**config.mk**
```make
export PLATFORM = sky130hd
export DESIGN_NAME = cla_seq_adder
export DESIGN_NICKNAME = d
export VERILOG_FILES = /design/src/rtl/cla_seq_adder.sv
export SDC_FILE = /design/constraint.sdc
export NUM_CORES = 1
export LEC_CHECK = 0
export ABC_AREA = 0
export BUFFER_PORTS_ARGS = -buffer_cell sky130_fd_sc_hd__buf_2
export CAP_MARGIN = 20
export CORE_MARGIN = 8
export CORE_UTILIZATION = 50
export DETAILED_ROUTE_END_ITERATION = 8
export PLACE_DENSITY = 0.77
export SLEW_MARGIN = 20
export SYNTH_ARGS = -nofsm -noshare
export SYNTH_HDL_FRONTEND = slang
export SYNTH_HIERARCHICAL = 1
export SYNTH_SLANG_ARGS = --single-unit
```
**constraint.sdc**
```tcl
create_clock -name clk -period 1.85 [get_ports clk]
set_input_delay 0.0925 -clock clk [delete_from_list [all_inputs] [get_ports clk]]
set_output_delay 0.0925 -clock clk [all_outputs]
set_load 0.02 [all_outputs]
```
**src/rtl/cla_seq_adder.sv**
```systemverilog
// Multi-cycle wide adder: streams operands one nibble per clock through a 4-bit
// carry-lookahead slice, LSB nibble first, and registers the assembled sum.

module cla4 (
  input  logic [3:0] a,
  input  logic [3:0] b,
  input  logic       ci,
  output logic [3:0] s,
  output logic       co
);
  logic [3:0] p;
  logic [3:0] g;
  logic [4:0] c;

  assign p    = a ^ b;
  assign g    = a & b;
  assign c[0] = ci;
  assign c[1] = g[0] | (p[0] & ci);
  assign c[2] = g[1] | (p[1] & g[0]) | (p[1] & p[0] & ci);
  assign c[3] = g[2] | (p[2] & g[1]) | (p[2] & p[1] & g[0]) | (p[2] & p[1] & p[0] & ci);
  assign c[4] = g[3] | (p[3] & g[2]) | (p[3] & p[2] & g[1]) | (p[3] & p[2] & p[1] & g[0])
              | (p[3] & p[2] & p[1] & p[0] & ci);
  assign s    = p ^ c[3:0];
  assign co   = c[4];
endmodule

module cla_seq_adder #(
  parameter int unsigned NIBBLES = 8
) (
  input  logic                 clk,
  input  logic                 rst,
  input  logic                 start,
  input  logic [4*NIBBLES-1:0] a,
  input  logic [4*NIBBLES-1:0] b,
  input  logic                 ci,
  output logic                 busy,
  output logic                 done,
  output logic [4*NIBBLES-1:0] s,
  output logic                 co,
  output logic                 ovf
);
  localparam int unsigned W  = 4 * NIBBLES;
  localparam int unsigned CW = $clog2(NIBBLES);

  typedef enum logic [1:0] {
    IDLE = 2'd0,
    RUN  = 2'd1,
    DONE = 2'd2
  } state_t;

  state_t          state;
  state_t          state_next;
  logic [W-1:0]    op_a;
  logic [W-1:0]    op_b;
  logic [W-1:0]    acc;
  logic [W-1:0]    acc_c;
  logic [CW-1:0]   cnt;
  logic            carry;
  logic            a_msb;
  logic            b_msb;
  logic [3:0]      slice_s;
  logic            slice_co;
  logic            last_c;

  cla4 u_slice (
    .a  (op_a[3:0]),
    .b  (op_b[3:0]),
    .ci (carry),
    .s  (slice_s),
    .co (slice_co)
  );

  assign last_c = (cnt == CW'(NIBBLES - 1));

  // Accumulator with the current slice sum merged into nibble cnt
  always_comb begin
    acc_c = acc;
    for (int unsigned i = 0; i < NIBBLES; i++) begin
      if (cnt == CW'(i)) acc_c[4*i +: 4] = slice_s;
    end
  end

  // Next-state logic
  always_comb begin
    state_next = state;
    case (state)
      IDLE:    if (start) state_next = RUN;
      RUN:     if (last_c) state_next = DONE;
      DONE:    state_next = IDLE;
      default: state_next = IDLE;
    endcase
  end

  always_ff @(posedge clk) begin
    if (rst) begin
      state <= IDLE;
      busy  <= 1'b0;
      done  <= 1'b0;
      s     <= '0;
      co    <= 1'b0;
      ovf   <= 1'b0;
      op_a  <= '0;
      op_b  <= '0;
      acc   <= '0;
      cnt   <= '0;
      carry <= 1'b0;
      a_msb <= 1'b0;
      b_msb <= 1'b0;
    end else begin
      state <= state_next;
      busy  <= (state_next == RUN);
      done  <= (state_next == DONE);
      case (state)
        IDLE: begin
          if (start) begin
            op_a  <= a;
            op_b  <= b;
            carry <= ci;
            a_msb <= a[W-1];
            b_msb <= b[W-1];
            cnt   <= '0;
          end
        end
        RUN: begin
          op_a  <= {4'b0, op_a[W-1:4]};
          op_b  <= {4'b0, op_b[W-1:4]};
          acc   <= acc_c;
          carry <= slice_co;
          cnt   <= cnt + CW'(1);
          // Outputs only move here, so partial sums are never visible
          if (last_c) begin
            s   <= acc_c;
            co  <= slice_co;
            ovf <= (a_msb == b_msb) && (slice_s[3] != a_msb);
          end
        end
        default: ;
      endcase
    end
  end
endmodule

```
After elaboration in Yosys (flattened, before gate mapping)
Index checks and enable logic that the tools add are counted.
{"block": "totals", "register_bits": 140, "input_bits": 68, "out_inout_bits": 36, "elab_cells": 82}
{"block": "classes", "n_addsub": 1, "n_eq_ne": 13, "muxes": 19, "n_bitwise": 29, "reduce_logical": 7}
{"op": "32-bit case mux with 2 select lines", "count": 2}
{"op": "32-bit two-way mux", "count": 2}
{"op": "4-bit two-way mux", "count": 8}
{"op": "1-bit bitwise AND", "count": 16}
{"op": "3-bit equality test (second input constant)", "count": 4}
{"op": "1-bit bitwise OR", "count": 10}
{"op": "4-bit bitwise XOR", "count": 2}
{"op": "3-bit by 2-bit equality test with 1-bit output (second input constant)", "count": 2}
{"op": "3-bit case mux with 2 select lines", "count": 1}
{"op": "2-bit AND reduction", "count": 3}
{"op": "4-bit bitwise AND", "count": 1}
{"op": "2-bit by 1-bit equality test with 1-bit output (second input constant)", "count": 2}
{"op": "2-bit two-way mux", "count": 2}
{"op": "2-bit case mux with 2 select lines", "count": 1}
{"op": "3-bit by 1-bit adder with 3-bit output (second input constant)", "count": 1}
{"op": "3-bit by 1-bit equality test with 1-bit output (second input constant)", "count": 1}
{"op": "3-bit zero test", "count": 1}
{"op": "3-bit two-way mux", "count": 1}
{"op": "2-bit equality test (second input constant)", "count": 1}
{"op": "2-bit zero test", "count": 1}
{"op": "2-bit != test (second input constant)", "count": 1}
{"op": "1-bit case mux with 2 select lines", "count": 1}
{"op": "2-bit nonzero test", "count": 1}
{"op": "1-bit equality test", "count": 1}
{"op": "other kinds (3)", "count": 3}

Depth between registers and ports, before layout
{"block": "depth", "depth_word": 8, "ltp_mapped": 8, "depth_no_buf": 7}

Cells and area by module
The synthesis kept the hierarchy.
{"mod": "cla_seq_adder", "instances": 1, "cells_each": 647, "area_each_um2": 5935.7, "seq_area_each_um2": 2722.6}
{"mod": "cla4", "instances": 1, "cells_each": 17, "area_each_um2": 147.6, "seq_area_each_um2": 0.0}

Worst setup path after synthesis
OpenSTA, ideal clock, no wires.
{"block": "synth_timing", "path_type": "register -> register", "startpoint": "reg op_a[0]", "endpoint": "reg s[11]", "setup_ns": 0.081, "t_arrival_ns": 1.940, "required_time_ns": 1.769, "setup_slack_ns": -0.171, "path_stages_with_launch": 9, "path_buffers": 2, "period_less_slack_ns": 2.021, "cell_sequence": "dfxtp_1 ha_1 a21o_1 a31o_1 xor2_1 buf_1 clkbuf_1 mux2i_1 a211oi_2"}
{"block": "synth_via", "elab_chain_len": 6, "word_cells_on_any_way": 9, "classes_between": "mux (1); bitwise (8)"}
{"element": "start: declaration", "line_no": "53", "text": "logic [W-1:0] op_a;"}
{"element": "start signal: assignment", "line_no": "125", "text": "op_a <= {4'b0, op_a[W-1:4]};"}
{"element": "4-bit bitwise AND / 4-bit bitwise XOR (equally long branches)", "line_no": "16, 15"}
{"element": "1-bit bitwise AND", "line_no": "20", "text": "assign c[3] = g[2] | (p[2] & g[1]) | (p[2] & p[1] & g[0]) | (p[2] & p[1] & p[0] & ci);"}
{"element": "1-bit bitwise OR / 1-bit bitwise AND (equally long branches)", "line_no": "20"}
{"element": "1-bit bitwise OR (*)", "line_no": "20"}
{"element": "4-bit bitwise XOR (*)", "line_no": "23", "text": "assign s = p ^ c[3:0];"}
{"element": "named net slice_s[3]", "line_no": "61", "text": "logic [3:0] slice_s;"}
{"element": "4-bit two-way mux (*)", "line_no": "79", "text": "if (cnt == CW'(i)) acc_c[4*i +: 4] = slice_s;"}
{"element": "end signal: assignment", "line_no": "99", "text": "s <= '0;"}
{"element": "end signal: assignment", "line_no": "132", "text": "s <= acc_c;"}
{"element": "end: declaration", "line_no": "38", "text": "output logic [4*NIBBLES-1:0] s,"}
The timed path passes the listed nets; every way through them passes the cells marked *.
A chain may end at the register's enable or synchronous reset.

Worst setup path after layout
{"block": "layout_timing", "startpoint": "reg op_b[0]", "endpoint": "reg ovf"}
{"block": "layout_via", "elab_chain_len": 7, "word_cells_on_any_way": 10, "classes_between": "eq/ne (1); bitwise (8); reduce/logical (1)"}
{"element": "start: declaration", "line_no": "54", "text": "logic [W-1:0] op_b;"}
{"element": "start signal: assignment", "line_no": "126", "text": "op_b <= {4'b0, op_b[W-1:4]};"}
{"element": "4-bit bitwise AND / 4-bit bitwise XOR (equally long branches)", "line_no": "16, 15"}
{"element": "1-bit bitwise AND", "line_no": "20"}
{"element": "1-bit bitwise OR / 1-bit bitwise AND (equally long branches)", "line_no": "20"}
{"element": "1-bit bitwise OR (*)", "line_no": "20"}
{"element": "4-bit bitwise XOR (*)", "line_no": "23"}
{"element": "named net slice_s[3]", "line_no": "61"}
{"element": "1-bit != test (*)", "line_no": "134", "text": "ovf <= (a_msb == b_msb) && (slice_s[3] != a_msb);"}
{"element": "1-bit logical AND (*)", "line_no": "134"}
{"element": "end signal: assignment", "line_no": "134"}
{"element": "end: declaration", "line_no": "40", "text": "output logic ovf"}
Marked as above.

==> flow_summary.ini <==
[status]
status = finished, violations left
violations = negative setup slack

[critical_path]
required_ns = 2.12
r2r_cells = 8
endpoint_kind = flip-flop
cp-start-kind = flip-flop
cpPeakStageDelay_ns = 0.33
cp.arrival_ns = 2.15
worstPathCellList = ha_4, a21o_1, a31o_1, xor2_2, buf_4, nor2b_2, a221oi_2, nor3_1
worstSetupPathType = flip-flop to flip-flop
worstPathMaxFanout = 3
crit_slowest_cell = dfxtp_2

[sta]
worst_slew_pin_slew_ns = 0.530
whs_ns = 0.0190
setup_slack_ns = -0.0221
setup_viol = 1
fmax_mhz = 534
slew_viol_final = 0
finalClockSkew_ns = 0.00766
final.period_utilization_pct = 101
rsz0062_at_grt = true
min_period_ns = 1.87
hold_viol = 0
slew_headroom_pct = 64.7

[synthesis]
yosys.area.top_type = dfxtp_1
yosysSeqAreaShare_pct = 44.8
synth_top_area_share_pct = 44.8
ys_types = 37
synthFlopType = dfxtp_1
synth_common_cells = dfxtp_1 (136), nor2_1 (114), nand2_1 (97)
synth_area_um2 = 6080
synth_cells = 664
synth_edf_count = 0
yosys_warnings = 6
ys_seq_elements = 136
postSynthAreaPerCell_um2 = 9.16
synthTopCellsByArea = dfxtp_1 (45%), mux2i_1 (10%), nor2_1 (7.0%)
yosysMostFrequentCell = dfxtp_1
synth_nets = 743
async_flop_share_pct = 0

[global_route]
grt_pass1_vias = 5328
track_usage_pct = 19.2
overflow = 0
grt_start_max_net_pins = 59
grt_pass1_wl_um = 25100
antenna_found_initial = 0

[die]
pin_count = 104
dieArea_um2 = 16000
die_x_um = 126
die_y_um = 126
num_rows = 40
initial_utilization_pct = 50.9
core-area_um2 = 12000

[routing]
ant_nets = 0
wl_um = 15500
firstDrtPassIters = 5
drc_errors = 0
vias_per_cell = 5.53
wire_per_inst_um = 16.3
vias = 5274
drt_iter0_markers = 391

[clock_tree]
cts_tree = yes
cts_buffers = 17
cts_htree_levels = 4
clockBufferDepth = 2
clock_latency_ns = 0.41
cts.root.buffer_cell = clkbuf_16
path_clk_slew_ns = 0.06
clock_sinks = 136

[placement]
dp_hpwl_um = 9870
numPortBuffers = 103
postPlaceCellArea_um2 = 6730
gp_congestion = 0.770

[layout]
final_nets = 872
utilization_pct = 66.3
antenna_cells = 0
fillerInstances = 916
finalInstanceArea_um2 = 7930
final_layout_size_suffix_gt1_share_pct = 28.7
area_growth_pct = 30.4

[pwr]
p_per_area_nw_per_um2 = 1030
peakVddDrop_mv = 0.554
leakagePower_nw = 3.34

[worst_hold_path]
min_path_cells = 3
hold_path_class = input port to flip-flop

[job]
maxCapViolCount = 0
[report_power, final]
part	leakage [nW]	internal (W)	total, W	switching [W]
clock network	0.335	0.00273	0.00396	0.00123
logic	1.89	0.000471	0.00103	0.000557
registers	1.11	0.00307	0.00315	0.0000851
total	3.34	0.00627	0.00814	0.00188
[critical path, delay by kind of cell (launching register included)]
| kind | cells | cell delay, ns |
|---|---|---|
| simple gates | 2 | 0.11 |
| xor+xnor | 1 | 0.22 |
| flops | 1 | 0.33 |
| buf+inv | 1 | 0.17 |
| fa+ha+maj | 1 | 0.23 |
| compound gates | 3 | 0.65 |
[cell type report]
cell class	instances	area, um2	share of cell area, %
clock inverter	13	248	3.12
timing repair buffer	175	1230	15.5
inverter	7	26.3	0.331
tap	147	184	2.32
sequential	136	2730	34.4
multi-input combinational	456	3070	38.7
clock buffer	19	453	5.71
[final timing paths]
| path | start | end | slack (ns) |
|---|---|---|---|
| hold reg to reg | co$_SDFFE_PP0P_ | co$_SDFFE_PP0P_ | 0.46 |
| setup reg to reg | op_b[0]$_SDFFE_PP0P_ | ovf$_SDFFE_PP0P_ | -0.02 |
| setup / recovery | op_b[0]$_SDFFE_PP0P_ | ovf$_SDFFE_PP0P_ | -0.02 |
| hold / removal | a[14] | op_a[14]$_SDFFE_PP0P_ | 0.02 |
[what timing repair did]
| action | CTS | global route |
|---|---|---|
| gates resized for setup | 13 | 8 |
| pin swaps | 11 | 10 |
| setup buffers | 6 | 1 |
| hold buffers | 35 | 0 |
| endpoints found under the hold margin | 37 | 0 |
| gates cloned | 2 | 0 |
| setup endpoints to repair | 11 | 17 |
[registers in the layout (all words and copies together) (netlist names), 2 cells and up]
register and count:
op_a 32, op_b 32, s 32, acc 28, cnt 3, state 2
[per-stage QoR]
step	std cells	power (W)	worst slack (ns)	setup TNS (ns)
after floorplan	664	0.00375	0.00977	0
after global placement	877	0.00402	-0.00535	-0.00898
after detailed placement	877	0.00406	-0.0954	-0.419
after CTS	952	0.00816	-0.0130	-0.0130
after global routing	953	0.00843	-0.0944	-0.469
final	953	0.00814	-0.0221	-0.0221
[logic make-up (layout without fill, tap and decap cells)]
logic type	after synthesis	in the layout	share of synthesized area, %
AND/OR/NAND/NOR	242	242	16.7
multiplexers	62	62	10.2
adder cells (fa/ha/maj)	11	11	2.39
buffers and inverters	72	214	6.17
XOR/XNOR	3	3	0.432
AO/OA/AOI/OAI	138	138	19.4
flip-flops	136	136	44.8
[layer usage]
metal,track usage [%],wire (um),vias to the layer above
met4,9.77,391,0
met2,33.4,7840,176
met3,5.57,925,38
met5,0,0,-
met1,21.0,6380,2476
li1,-,-,2584
[cell usage in the layout (no fill, tap or decap), types with 2 or more instances in the layout]
| cell | netlist | final |
|---|---|---|
| buf_6 | 5 | 2 |
| dfxtp_2 | 0 | 5 |
| a21o_1 | 3 | 3 |
| buf_4 | 10 | 28 |
| clkinvlp_4 | 0 | 3 |
| o21ai_0 | 14 | 14 |
| and4bb_2 | 3 | 3 |
| nand4b_1 | 3 | 3 |
| a22oi_1 | 7 | 7 |
| nand3_2 | 0 | 3 |
| nor2b_2 | 0 | 2 |
| nand3_1 | 12 | 9 |
| inv_1 | 7 | 6 |
| buf_2 | 21 | 103 |
| a311oi_1 | 30 | 29 |
| ha_1 | 10 | 7 |
| buf_12 | 0 | 6 |
| clkbuf_8 | 0 | 2 |
| dfxtp_1 | 136 | 131 |
| a311oi_2 | 10 | 11 |
| mux2i_1 | 62 | 62 |
| bufinv_16 | 0 | 7 |
| a21oi_1 | 22 | 22 |
| nor2_1 | 114 | 114 |
| clkinv_2 | 0 | 3 |
| nand3b_1 | 2 | 2 |
| dlygate4sd3_1 | 0 | 35 |
| nand2_1 | 97 | 97 |
| a211oi_1 | 24 | 24 |
| ha_4 | 0 | 2 |
| a211oi_2 | 23 | 23 |
| nand2b_1 | 5 | 4 |
| clkbuf_16 | 0 | 17 |
Power figures use the tool's default switching activity.
